==> config.mk <==
export PLATFORM = sky130hd
export DESIGN_NAME = lvt_read_select
export DESIGN_NICKNAME = d
export VERILOG_FILES = /design/src/rtl/lvt_read_select.sv
export SDC_FILE = /design/constraint.sdc
export NUM_CORES = 1
export LEC_CHECK = 0
export BUFFER_PORTS_ARGS = -buffer_cell sky130_fd_sc_hd__buf_2
export CAP_MARGIN = 5
export CORE_AREA = 2 2 280 282
export DETAILED_ROUTE_END_ITERATION = 7
export DIE_AREA = 0 0 282 284
export GPL_TIMING_DRIVEN = 0
export HOLD_SLACK_MARGIN = 0.12
export PLACE_DENSITY = 0.54
export SYNTH_ARGS = -nofsm -noshare
export SYNTH_HDL_FRONTEND = slang
export SYNTH_SLANG_ARGS = --single-unit
==> constraint.sdc <==
create_clock -name clk -period 2.3 [get_ports clk]
set_clock_uncertainty 0.2 [all_clocks]
set_input_delay 0.23 -clock clk [delete_from_list [all_inputs] [get_ports clk]]
set_output_delay 0.23 -clock clk [all_outputs]
set_load 0.02 [all_outputs]
==> src/rtl/lvt_read_select.sv <==
// rtl/lvt_read_select.sv - live-value-table read selection for the multiported data cache
//
// Tracks which write port last wrote each word address. Each read port gets the
// live word from the banks' read data, with a fixed 2-cycle latency.
//
// Ports:
//   clk         rising-edge clock
//   reset_n     asynchronous active-low reset
//   wr_en       per-write-port strobe [NUM_WR]
//   wr_addr     per-write-port word address, port p at [p*ADDR_W +: ADDR_W]
//   rd_en       per-read-port request [NUM_RD]
//   rd_addr     per-read-port word address, same packing as wr_addr
//   bank_rdata  bank read data, read port r / bank b at [(r*NUM_WR+b)*WORD_W +: WORD_W]
//   rd_data     registered live word per read port
//   rd_valid    rd_data valid strobe per read port
//   rd_sel      bank index chosen for each read port
module lvt_read_select #(
   parameter int NUM_WR = 4,
   parameter int NUM_RD = 4,
   parameter int ADDR_W = 6,
   parameter int WORD_W = 32,
   localparam int SEL_W = (NUM_WR > 1) ? $clog2(NUM_WR) : 1
) (
   input  logic                             clk,
   input  logic                             reset_n,
   input  logic [NUM_WR-1:0]                wr_en,
   input  logic [NUM_WR*ADDR_W-1:0]         wr_addr,
   input  logic [NUM_RD-1:0]                rd_en,
   input  logic [NUM_RD*ADDR_W-1:0]         rd_addr,
   input  logic [NUM_RD*NUM_WR*WORD_W-1:0]  bank_rdata,
   output logic [NUM_RD*WORD_W-1:0]         rd_data,
   output logic [NUM_RD-1:0]                rd_valid,
   output logic [NUM_RD*SEL_W-1:0]          rd_sel
);

   localparam int DEPTH = 1 << ADDR_W;

   logic [SEL_W-1:0]  lvt      [DEPTH];
   logic [NUM_RD-1:0] s1_valid;
   logic [SEL_W-1:0]  s1_sel   [NUM_RD];
   logic [WORD_W-1:0] mux_data [NUM_RD];

   // Ports are visited in ascending order, so on an address collision the
   // highest-indexed port's assignment is the one that lands.
   always_ff @(posedge clk or negedge reset_n) begin
      if (!reset_n) begin
         for (int i = 0; i < DEPTH; i++) begin
            lvt[i] <= '0;
         end
      end else begin
         for (int p = 0; p < NUM_WR; p++) begin
            if (wr_en[p]) begin
               lvt[wr_addr[p*ADDR_W +: ADDR_W]] <= SEL_W'(p);
            end
         end
      end
   end

   // The LVT read samples the pre-write entry on a same-cycle collision,
   // which lines up with the banks returning old data.
   always_ff @(posedge clk or negedge reset_n) begin
      if (!reset_n) begin
         s1_valid <= '0;
         for (int r = 0; r < NUM_RD; r++) begin
            s1_sel[r] <= '0;
         end
      end else begin
         s1_valid <= rd_en;
         for (int r = 0; r < NUM_RD; r++) begin
            if (rd_en[r]) begin
               s1_sel[r] <= lvt[rd_addr[r*ADDR_W +: ADDR_W]];
            end
         end
      end
   end

   // A selection that matches no bank (only possible for non power-of-two
   // NUM_WR) falls through to zero data.
   always_comb begin
      for (int r = 0; r < NUM_RD; r++) begin
         mux_data[r] = '0;
         for (int b = 0; b < NUM_WR; b++) begin
            if (s1_sel[r] == SEL_W'(b)) begin
               mux_data[r] = bank_rdata[(r*NUM_WR+b)*WORD_W +: WORD_W];
            end
         end
      end
   end

   // Data and selection hold their last values while no request is in stage 1.
   always_ff @(posedge clk or negedge reset_n) begin
      if (!reset_n) begin
         rd_data  <= '0;
         rd_valid <= '0;
         rd_sel   <= '0;
      end else begin
         rd_valid <= s1_valid;
         for (int r = 0; r < NUM_RD; r++) begin
            if (s1_valid[r]) begin
               rd_data[r*WORD_W +: WORD_W] <= mux_data[r];
               rd_sel[r*SEL_W +: SEL_W]    <= s1_sel[r];
            end
         end
      end
   end

endmodule

==> results.sh, run 1 <==
export IMPL_synth_top_family_by_area="multiplexers"
export IMPL_startpoint_type="flip-flop"
export IMPL_ant_nets=0
export IMPL_cts_path_max_buffers=3
export IMPL_die_area_um2=80100
export IMPL_hold_viol_final=0
export IMPL_drc=0
export IMPL_worstPathArrival_ns=2.54
export IMPL_cts_tree="built"
export IMPL_htree_levels=2
export IMPL_syn_nets=2168
export IMPL_synth_distinct_cells=45
export IMPL_post_place_ws_ns=-0.531
export IMPL_dp_cells=3335
export IMPL_worstPathMaxFanout=5
export IMPL_die_h_um=284
export IMPL_most_common_layout_cells="728 x buf_2, 518 x dlygate4sd3_1, 280 x dfrtp_1, 222 x mux4_2, 176 x mux2_2"
export IMPL_irDropWorstVdd_uv=579
export IMPL_cts_clk_slew_worst_paths_ns=0.07
export IMPL_dp_hpwl_mm=101
export IMPL_pwr_share_comb_pct=42.6
export IMPL_seqPwrFrac_pct=32.1
export IMPL_vias=21800
export IMPL_port_buffers=693
export IMPL_drive_gt1_share_pct=44.1
export IMPL_worst_pin_slew_ns=1.31
export IMPL_cts_root_buf="clkbuf_16"
export IMPL_synth_adder_area_share_pct=0
export IMPL_p_int_uw=14700
export IMPL_cts_num_sinks=280
export IMPL_fin_crit_sh_pct=101
export IMPL_grt_max_degree=111
export IMPL_final_area_um2=31000
export IMPL_synthSimpleGateAreaFrac_pct=11.2
export IMPL_dieWidth_um=282
export IMPL_clockPowerShare_pct=25.4
export IMPL_leakage_uw=0.0128
export IMPL_drtPass1Iterations=6
export IMPL_cp_required_ns=2.51
export IMPL_setup_viol=1
export IMPL_io_pins=710
export IMPL_rows=102
export IMPL_drv_slew=0
export IMPL_ys_flop_type="dfrtp_1"
export IMPL_synthMuxAreaShare_pct=37.7
export IMPL_period_needed_ns=2.33
export IMPL_grt_ovfl_total=0
export IMPL_crit_path_end_kind="flip-flop"
export IMPL_worst_setup_path_type="flip-flop to flip-flop"
export IMPL_numCtsBuffers=38
export IMPL_syn_cell_area_um2=19500
export IMPL_insertion_delay_ns=0.58
export IMPL_outcome="finished, violations left"
export IMPL_rsz0062_at_grt="false"
export IMPL_hold_path_class="primary input to flip-flop"
export IMPL_drt_iter0_markers=2132
export IMPL_wire_per_inst_um=32.5
export IMPL_final_common_cell="buf_2"
export IMPL_ys_ff_latch=280
export IMPL_async_flop_share_pct=100
export IMPL_core_um2=77000
export IMPL_synth_top_area_share_pct=35.9
export IMPL_cpPeakStageDelay_ns=0.84
export IMPL_start_util_pct=25.3
export IMPL_crit_chain="nor2b_1 > a2111oi_0 > nor3_1 > a22oi_1 > o221ai_1"
export IMPL_grt_pass1_wl_mm=172
export IMPL_antenna_found_initial=26
export IMPL_max_cap_violations=0
export IMPL_grt_use_total_pct=30.8
export IMPL_grt_pass1_vias=22700
export IMPL_synth_compound_area_share_pct=11.4
export IMPL_violations="setup timing"
export IMPL_synth_area_leaders="dfrtp_1 36%, mux4_2 26%, mux2_2 10%"
export IMPL_place_gp_congestion=1.06
export IMPL_yosysTopAreaCell="dfrtp_1"
export IMPL_power_switching_uw=9710
export IMPL_instances_no_fill=3942
export IMPL_yosysWarnings=0
export IMPL_yosysSeqAreaShare_pct=35.9
export IMPL_syn2layout_area_growth_pct=59.0
export IMPL_wirelength_mm=128
export IMPL_p_sw_share_pct=39.8
export IMPL_synth_edf_count=0
export IMPL_fin_ws_ns=-0.0340
export IMPL_max_slew_margin_pct=12.5
export IMPL_post_route_util_pct=40.3
export IMPL_viasPerCell=5.53
export IMPL_fmax_mhz=428
export IMPL_synthCells=1598
export IMPL_cpMaxStageDelayCell="a2111oi_0"
export IMPL_synth_xor_area_share_pct=0
export IMPL_layout_nets=3423
export IMPL_power_density_nw_per_um2=787
export IMPL_hold_ws_ns=0.110
export IMPL_place_area_um2=24400
export IMPL_synth_avg_cell_area_um2=12.2
-- layout make-up --
type	instances	area [µm²]
tap	1040	1300
antenna	22	55.1
clock inverter	19	213
fill	7375	45900
buffer	138	772
timing repair buffer	1219	8780
multi-input combinational	1176	11800
sequential	280	7010
clock buffer	48	1070
-- synth_stat cells (4+ instances only) --
cell type and count:
dfrtp_1 280, mux4_2 222, mux2_2 176, nand2_1 166, nor2_1 145, o22ai_1 80, clkbuf_1 67, a311o_1 64
nor2b_1 50, a21boi_0 46, buf_2 45, mux2i_1 32, a22oi_1 26, nor3_1 20, nand3_1 18, a2111oi_0 16
a211oi_1 16, buf_4 15, nand2b_1 15, nand3b_1 10, a21oi_1 8, a221oi_1 8, o2111ai_1 8, o221ai_1 8
nor3b_2 6, o21ai_0 5, and2b_1 4, buf_1 4, buf_6 4, or3b_2 4
-- final timing paths --
check	start	end	slack [ns]	cells past startpoint
min reg2reg	s1_valid[2]$_DFF_PN0_	rd_valid[2]$_DFF_PN0_	0.18	0
min in group asynchronous	reset_n	rd_data[30]$_DFFE_PN0P_	0.54	3
max in group asynchronous	reset_n	rd_sel[3]$_DFFE_PN0P_	0.29	4
max	lvt[127]$_DFF_PN0_	s1_sel[5]$_DFFE_PN0P_	-0.03	5
min	wr_addr[1]	lvt[13]$_DFF_PN0_	0.11	4
max reg2reg	lvt[127]$_DFF_PN0_	s1_sel[5]$_DFFE_PN0P_	-0.03	5
-- routing by layer --
layer	global-route usage [%]	vias up	routed length [µm]
met5	2.44	-	243
met4	12.5	4	5620
met3	14.0	303	17200
met2	44.3	1460	53600
met1	39.6	11100	51500
li1	-	8881	-
-- registers in the layout (all words and copies together) (netlist names) --
signal,count
lvt,128
rd_data,128
rd_sel,8
s1_sel,8
rd_valid,4
s1_valid,4
-- cells by family after synthesis --
group | count (synthesis)
buffers and inverters | 142
AO/OA/AOI/OAI | 288
multiplexers | 432
flip-flops | 280
AND/OR/NAND/NOR | 456
-- power groups by stage --
| stage | combinational [µW] | sequential, µW | clock [µW] |
|---|---|---|---|
| floorplan | 4480 | 8070 | 0 |
| global placement | 9290 | 7680 | 0 |
| detailed placement | 9360 | 7760 | 0 |
| CTS | 10200 | 7700 | 6300 |
| global route | 10800 | 7950 | 6530 |
| finish | 10400 | 7830 | 6190 |
-- worst max-delay path, delay by kind of cell, from the launching register on --
family / cells / cell delay, ns
DFF: 1 / 0.44
and+or+nand+nor: 2 / 0.31
AOI/OAI and AO/OA: 3 / 1.21
-- metrics by stage --
| step | setup TNS (ns) | total power [µW] |
|---|---|---|
| 2_1_floorplan | 0 | 12600 |
| 3_3_place_gp | -1289.93 | 17000 |
| 3_5_place_dp | -25.77 | 17100 |
| 4_1_cts | 0 | 24200 |
| 5_1_grt | 0 | 25300 |
| 6_report | -0.0340 | 24400 |
-- timing repair --
item                                   CTS  global route
pin swaps                                0             1
setup endpoints to repair               77            86
endpoints found under the hold margin  478             3
resized for setup                       22            21
setup buffers                            0             3
hold buffers                           516             2
(Power assumes the default switching activity.)
==> run 2, diff against run 1 <==
==> constraint.sdc (replaced) <==
create_clock -name clk -period 2.3 [get_ports clk]
set_clock_uncertainty 0.2 [all_clocks]
set_input_delay 0.115 -clock clk [delete_from_list [all_inputs] [get_ports clk]]
set_output_delay 0.115 -clock clk [all_outputs]
set_load 0.02 [all_outputs]
==> results.sh, run 2 (synthesis results as in run 1) <==
export IMPL_htree_levels=2
export IMPL_grt_pass1_vias=22800
export IMPL_worst_path_stages=5
export IMPL_cts_clk_slew_worst_paths_ns=0.06
export IMPL_die_h_um=284
export IMPL_power_density_nw_per_um2=780
export IMPL_max_cap_violations=0
export IMPL_r2r_cells=5
export IMPL_path_delay_family="multiplexers"
export IMPL_whs_path_depth=0
export IMPL_max_slew_margin_pct=11.3
export IMPL_min_from="s1_valid[3]$_DFF_PN0_"
export IMPL_cp_required_ns=2.46
export IMPL_rows=102
export IMPL_rsz0062_at_grt="true"
export IMPL_layout_nets=3462
export IMPL_drive_gt1_share_pct=43.4
export IMPL_vias=22000
export IMPL_irDropWorstVdd_uv=497
export IMPL_fin_crit_sh_pct=101
export IMPL_numCtsBuffers=38
export IMPL_dp_hpwl_mm=101
export IMPL_top_layer="met5"
export IMPL_hold_ws_ns=0.174
export IMPL_drt_met1_wl_mm=52.0
export IMPL_outcome="finished, violations left"
export IMPL_post_place_ws_ns=-0.531
export IMPL_dieWidth_um=282
export IMPL_wire_per_inst_um=32.4
export IMPL_cpMaxStageDelayCell="mux4_2"
export IMPL_period_needed_ns=2.32
export IMPL_worst_pin_slew_ns=1.32
export IMPL_wl_met3_mm=17.3
export IMPL_wirelength_mm=129
export IMPL_pwr_share_comb_pct=42.7
export IMPL_wl_met2_mm=53.7
export IMPL_insertion_delay_ns=0.58
export IMPL_reg2reg_to="s1_sel[7]$_DFFE_PN0P_"
export IMPL_final_common_cell="buf_2"
export IMPL_violations="setup timing"
export IMPL_reg2reg_slack_ns=-0.02
export IMPL_cts_tree="built"
export IMPL_drc=0
export IMPL_cts_num_sinks=280
export IMPL_io_pins=710
export IMPL_cts_root_buf="clkbuf_16"
export IMPL_instances_no_fill=3981
export IMPL_die_area_um2=80100
export IMPL_grt_ovfl_total=0
export IMPL_most_common_layout_cells="730 x buf_2, 559 x dlygate4sd3_1, 280 x dfrtp_1, 222 x mux4_2, 176 x mux2_2"
export IMPL_syn2layout_area_growth_pct=60.9
export IMPL_place_gp_congestion=1.06
export IMPL_fin_ws_ns=-0.0196
export IMPL_p_int_uw=14700
export IMPL_grt_use_total_pct=31.0
export IMPL_worst_setup_path_type="flip-flop to flip-flop"
export IMPL_finalPower_uw=24500
export IMPL_core_um2=77000
export IMPL_fmax_mhz=431
export IMPL_grt_pass1_wl_mm=174
export IMPL_startpoint_type="flip-flop"
export IMPL_ant_nets=0
export IMPL_p_sw_share_pct=39.8
export IMPL_top_regs="lvt (128), rd_data (128)"
export IMPL_cts_path_max_buffers=3
export IMPL_drv_slew=0
export IMPL_seqPwrFrac_pct=32.0
export IMPL_min_to="rd_valid[3]$_DFF_PN0_"
export IMPL_viasPerCell=5.53
export IMPL_post_route_util_pct=40.8
export IMPL_critPathBufInv=0
export IMPL_power_switching_uw=9730
export IMPL_crit_chain="mux4_2 > mux2i_1 > o2111ai_1 > a21oi_1 > o221ai_1"
export IMPL_hold_path_class="flip-flop to flip-flop"
export IMPL_clockPowerShare_pct=25.3
export IMPL_drtPass1Iterations=6
export IMPL_postCtsSetupBuffers=0
export IMPL_leakage_uw=0.0130
export IMPL_hold_viol_final=0
export IMPL_start_util_pct=25.3
export IMPL_worstPathMaxFanout=5
export IMPL_drt_iter0_markers=2144
export IMPL_antenna_found_initial=28
export IMPL_reg2reg_from="lvt[3]$_DFF_PN0_"
export IMPL_worstPathArrival_ns=2.48
export IMPL_cpPeakStageDelay_ns=0.51
export IMPL_port_buffers=693
export IMPL_setup_viol=4
export IMPL_crit_path_end_kind="flip-flop"
export IMPL_dp_cells=3335
export IMPL_grt_max_degree=111
[run 2: cell types whose count changed in the layout (fill, tap and decap cells not counted), sizes merged]
| cell | change |
|---|---|
| buf | -1 |
| dlygate4sd3 | +41 |
| clkbuf | -1 |
[run 2: power by group through the flow]
stage / Sequential, µW / Combinational, µW / Clock (µW)
floorplan: 8070 / 4480 / 0
global placement: 7680 / 9290 / 0
detailed placement: 7760 / 9360 / 0
CTS: 7700 / 10300 / 6300
global route: 7960 / 10900 / 6530
finish: 7830 / 10500 / 6190
[run 2: per-layer routing]
metal  track usage [%]  vias up
met5              2.20        -
met4              12.5        4
met3              13.7      326
met2              44.5     1554
met1              40.2    11200
li1                  -     8955
[run 2: worst max-delay path by stage]
stage	startpoint	endpoint	slack, ns
global placement	reset_n	lvt[23]$_DFF_PN0_	-4.42
global route	s1_sel[2]$_DFFE_PN0P_	rd_data[90]$_DFFE_PN0P_	-0.04
CTS	wr_addr[3]	lvt[69]$_DFF_PN0_	0.004
detailed placement	s1_sel[7]$_DFFE_PN0P_	rd_data[29]$_DFFE_PN0P_	-0.53
finish	lvt[3]$_DFF_PN0_	s1_sel[7]$_DFFE_PN0P_	-0.02
floorplan	s1_sel[0]$_DFFE_PN0P_	rd_data[100]$_DFFE_PN0P_	0.41
[run 2: final cells by class]
type | instances | area, µm²
Fill cell | 7323 | 45600
Sequential cell | 280 | 7010
Multi-Input combinational cell | 1176 | 11800
Clock buffer | 48 | 1070
Clock inverter | 19 | 213
Antenna cell | 22 | 55.1
Tap cell | 1040 | 1300
Timing Repair Buffer | 1257 | 9170
Buffer | 139 | 772
[run 2: per-stage QoR]
| step | setup TNS (ns) | area (µm²) |
|---|---|---|
| 2_1_floorplan | 0 | 19500 |
| 6_report | -0.0530 | 31400 |
| 3_5_place_dp | -17.82 | 24400 |
| 3_3_place_gp | -1249.79 | 24300 |
| 5_1_grt | -0.233 | 31400 |
| 4_1_cts | 0 | 31300 |
[run 2: repair_timing]
| action | 4_1_cts | 5_1_grt |
|---|---|---|
| endpoints found under the hold margin | 539 | 3 |
| resized for setup | 22 | 20 |
| cloned | 0 | 0 |
| hold buffers | 559 | 1 |
| setup endpoints to repair | 77 | 83 |
==> run 3, diff against run 2 <==
--- a/config.mk
+++ b/config.mk
@@ -13,6 +13,7 @@
 export GPL_TIMING_DRIVEN = 0
 export HOLD_SLACK_MARGIN = 0.12
 export PLACE_DENSITY = 0.54
+export SKIP_CTS_REPAIR_TIMING = 1
 export SYNTH_ARGS = -nofsm -noshare
 export SYNTH_HDL_FRONTEND = slang
 export SYNTH_SLANG_ARGS = --single-unit
==> results.sh, run 3 (synthesis results as in run 1) <==
export IMPL_leakage_uw=0.0130
export IMPL_antenna_found_initial=28
export IMPL_ant_nets=0
export IMPL_cts_tree="built"
export IMPL_syn2layout_area_growth_pct=60.7
export IMPL_grt_ovfl_total=0
export IMPL_worstPathArrival_ns=2.54
export IMPL_crit_path_end_kind="flip-flop"
export IMPL_port_buffers=693
export IMPL_final_common_cell="buf_2"
export IMPL_most_common_layout_cells="728 x buf_2, 555 x dlygate4sd3_1, 280 x dfrtp_1, 222 x mux4_2, 176 x mux2_2"
export IMPL_vias=22100
export IMPL_die_h_um=284
export IMPL_cts_root_buf="clkbuf_16"
export IMPL_period_needed_ns=2.30
export IMPL_grt_use_total_pct=29.4
export IMPL_worst_setup_path_type="primary input to flip-flop"
export IMPL_die_area_um2=80100
export IMPL_seqPwrFrac_pct=32.0
export IMPL_clockPowerShare_pct=25.4
export IMPL_cp_required_ns=2.54
export IMPL_layout_nets=3458
export IMPL_setup_viol=0
export IMPL_dieWidth_um=282
export IMPL_irDropWorstVdd_uv=500
export IMPL_worstPathMaxFanout=8
export IMPL_io_pins=710
export IMPL_power_switching_uw=9740
export IMPL_hold_path_class="primary input to flip-flop"
export IMPL_drt_iter0_markers=2379
export IMPL_place_gp_congestion=1.06
export IMPL_grt_pass1_wl_mm=161
export IMPL_rsz0062_at_grt="false"
export IMPL_p_int_uw=14700
export IMPL_dp_hpwl_mm=101
export IMPL_startpoint_type="primary input"
export IMPL_wire_per_inst_um=32.5
export IMPL_rows=102
export IMPL_fin_crit_sh_pct=99.9
export IMPL_grt_max_degree=111
export IMPL_outcome="finished, final reports clean"
export IMPL_cts_num_sinks=280
export IMPL_viasPerCell=5.55
export IMPL_worst_pin_slew_ns=1.34
export IMPL_drive_gt1_share_pct=43.3
export IMPL_core_um2=77000
export IMPL_hold_viol_final=0
export IMPL_start_util_pct=25.3
export IMPL_fmax_mhz=435
export IMPL_grt_pass1_vias=19600
export IMPL_r2r_cells=5
export IMPL_htree_levels=2
export IMPL_cts_path_max_buffers=3
export IMPL_finalPower_uw=24500
export IMPL_cts_clk_slew_worst_paths_ns=0.06
export IMPL_hold_ws_ns=0.110
export IMPL_whs_path_depth=5
export IMPL_drc=0
export IMPL_wirelength_mm=129
export IMPL_max_cap_violations=0
export IMPL_drtPass1Iterations=6
export IMPL_drv_slew=0
export IMPL_insertion_delay_ns=0.58
export IMPL_max_slew_margin_pct=10.3
export IMPL_pwr_share_comb_pct=42.6
export IMPL_power_density_nw_per_um2=780
export IMPL_p_sw_share_pct=39.8
export IMPL_top_regs="lvt (128), rd_data (128)"
export IMPL_numCtsBuffers=38
[run 3: final timing paths]
kind / startpoint / to / slack, ns
max: wr_addr[2] / lvt[119]$_DFF_PN0_ / 0.002
min: wr_en[1] / lvt[67]$_DFF_PN0_ / 0.11
max reg2reg: lvt[127]$_DFF_PN0_ / s1_sel[5]$_DFFE_PN0P_ / 0.002
min reg2reg: s1_valid[3]$_DFF_PN0_ / rd_valid[3]$_DFF_PN0_ / 0.17
max in group asynchronous: reset_n / rd_sel[3]$_DFFE_PN0P_ / 0.39
min in group asynchronous: reset_n / rd_data[30]$_DFFE_PN0P_ / 0.43
[run 3: per-layer routing]
layer  vias to the layer above  track usage, %  wire length (µm)
li1                       8956               -                 -
met1                     11200            38.4             51200
met2                      1599            42.1             54200
met3                       303            13.1             18400
met4                         8            11.5              5070
met5                         -            2.20               287
[run 3: final cells by class]
type	count	area, µm²
fill	7313	45600
multi-input combinational	1176	11800
timing repair buffer	1253	9130
sequential	280	7010
tap	1040	1300
clock buffer	48	1070
buffer	139	763
clock inverter	19	213
antenna	24	60.1
[run 3: power groups by stage]
| stage | clock, µW | combinational, µW | sequential [µW] |
|---|---|---|---|
| after floorplan | 0 | 4480 | 8070 |
| after CTS | 6300 | 9410 | 7700 |
| after global routing | 6530 | 10900 | 7960 |
| final | 6200 | 10400 | 7830 |
| after detailed placement | 0 | 9360 | 7760 |
| after global placement | 0 | 9290 | 7680 |
[run 3: critical path: stages]
cell           delay, ns
dlygate4sd3_1       0.52
buf_2               0.21
nor3b_2             1.08
nand2_1             0.20
a311o_1             0.40
[run 3: stage by stage]
| step | utilization [%] | setup TNS, ns | instance area, µm² | setup slack [ns] | std cells |
|---|---|---|---|---|---|
| after floorplan | - | 0 | 19500 | 0.410 | 1598 |
| after global placement | 31.5 | -1249.79 | 24300 | -4.42 | 3331 |
| after detailed placement | 31.7 | -17.82 | 24400 | -0.531 | 3335 |
| after CTS | 33.3 | -8.73 | 25700 | -0.531 | 3402 |
| after global routing | 40.7 | 0 | 31300 | 0.00752 | 3972 |
| final | 40.7 | 0 | 31300 | 0.00194 | 3979 |
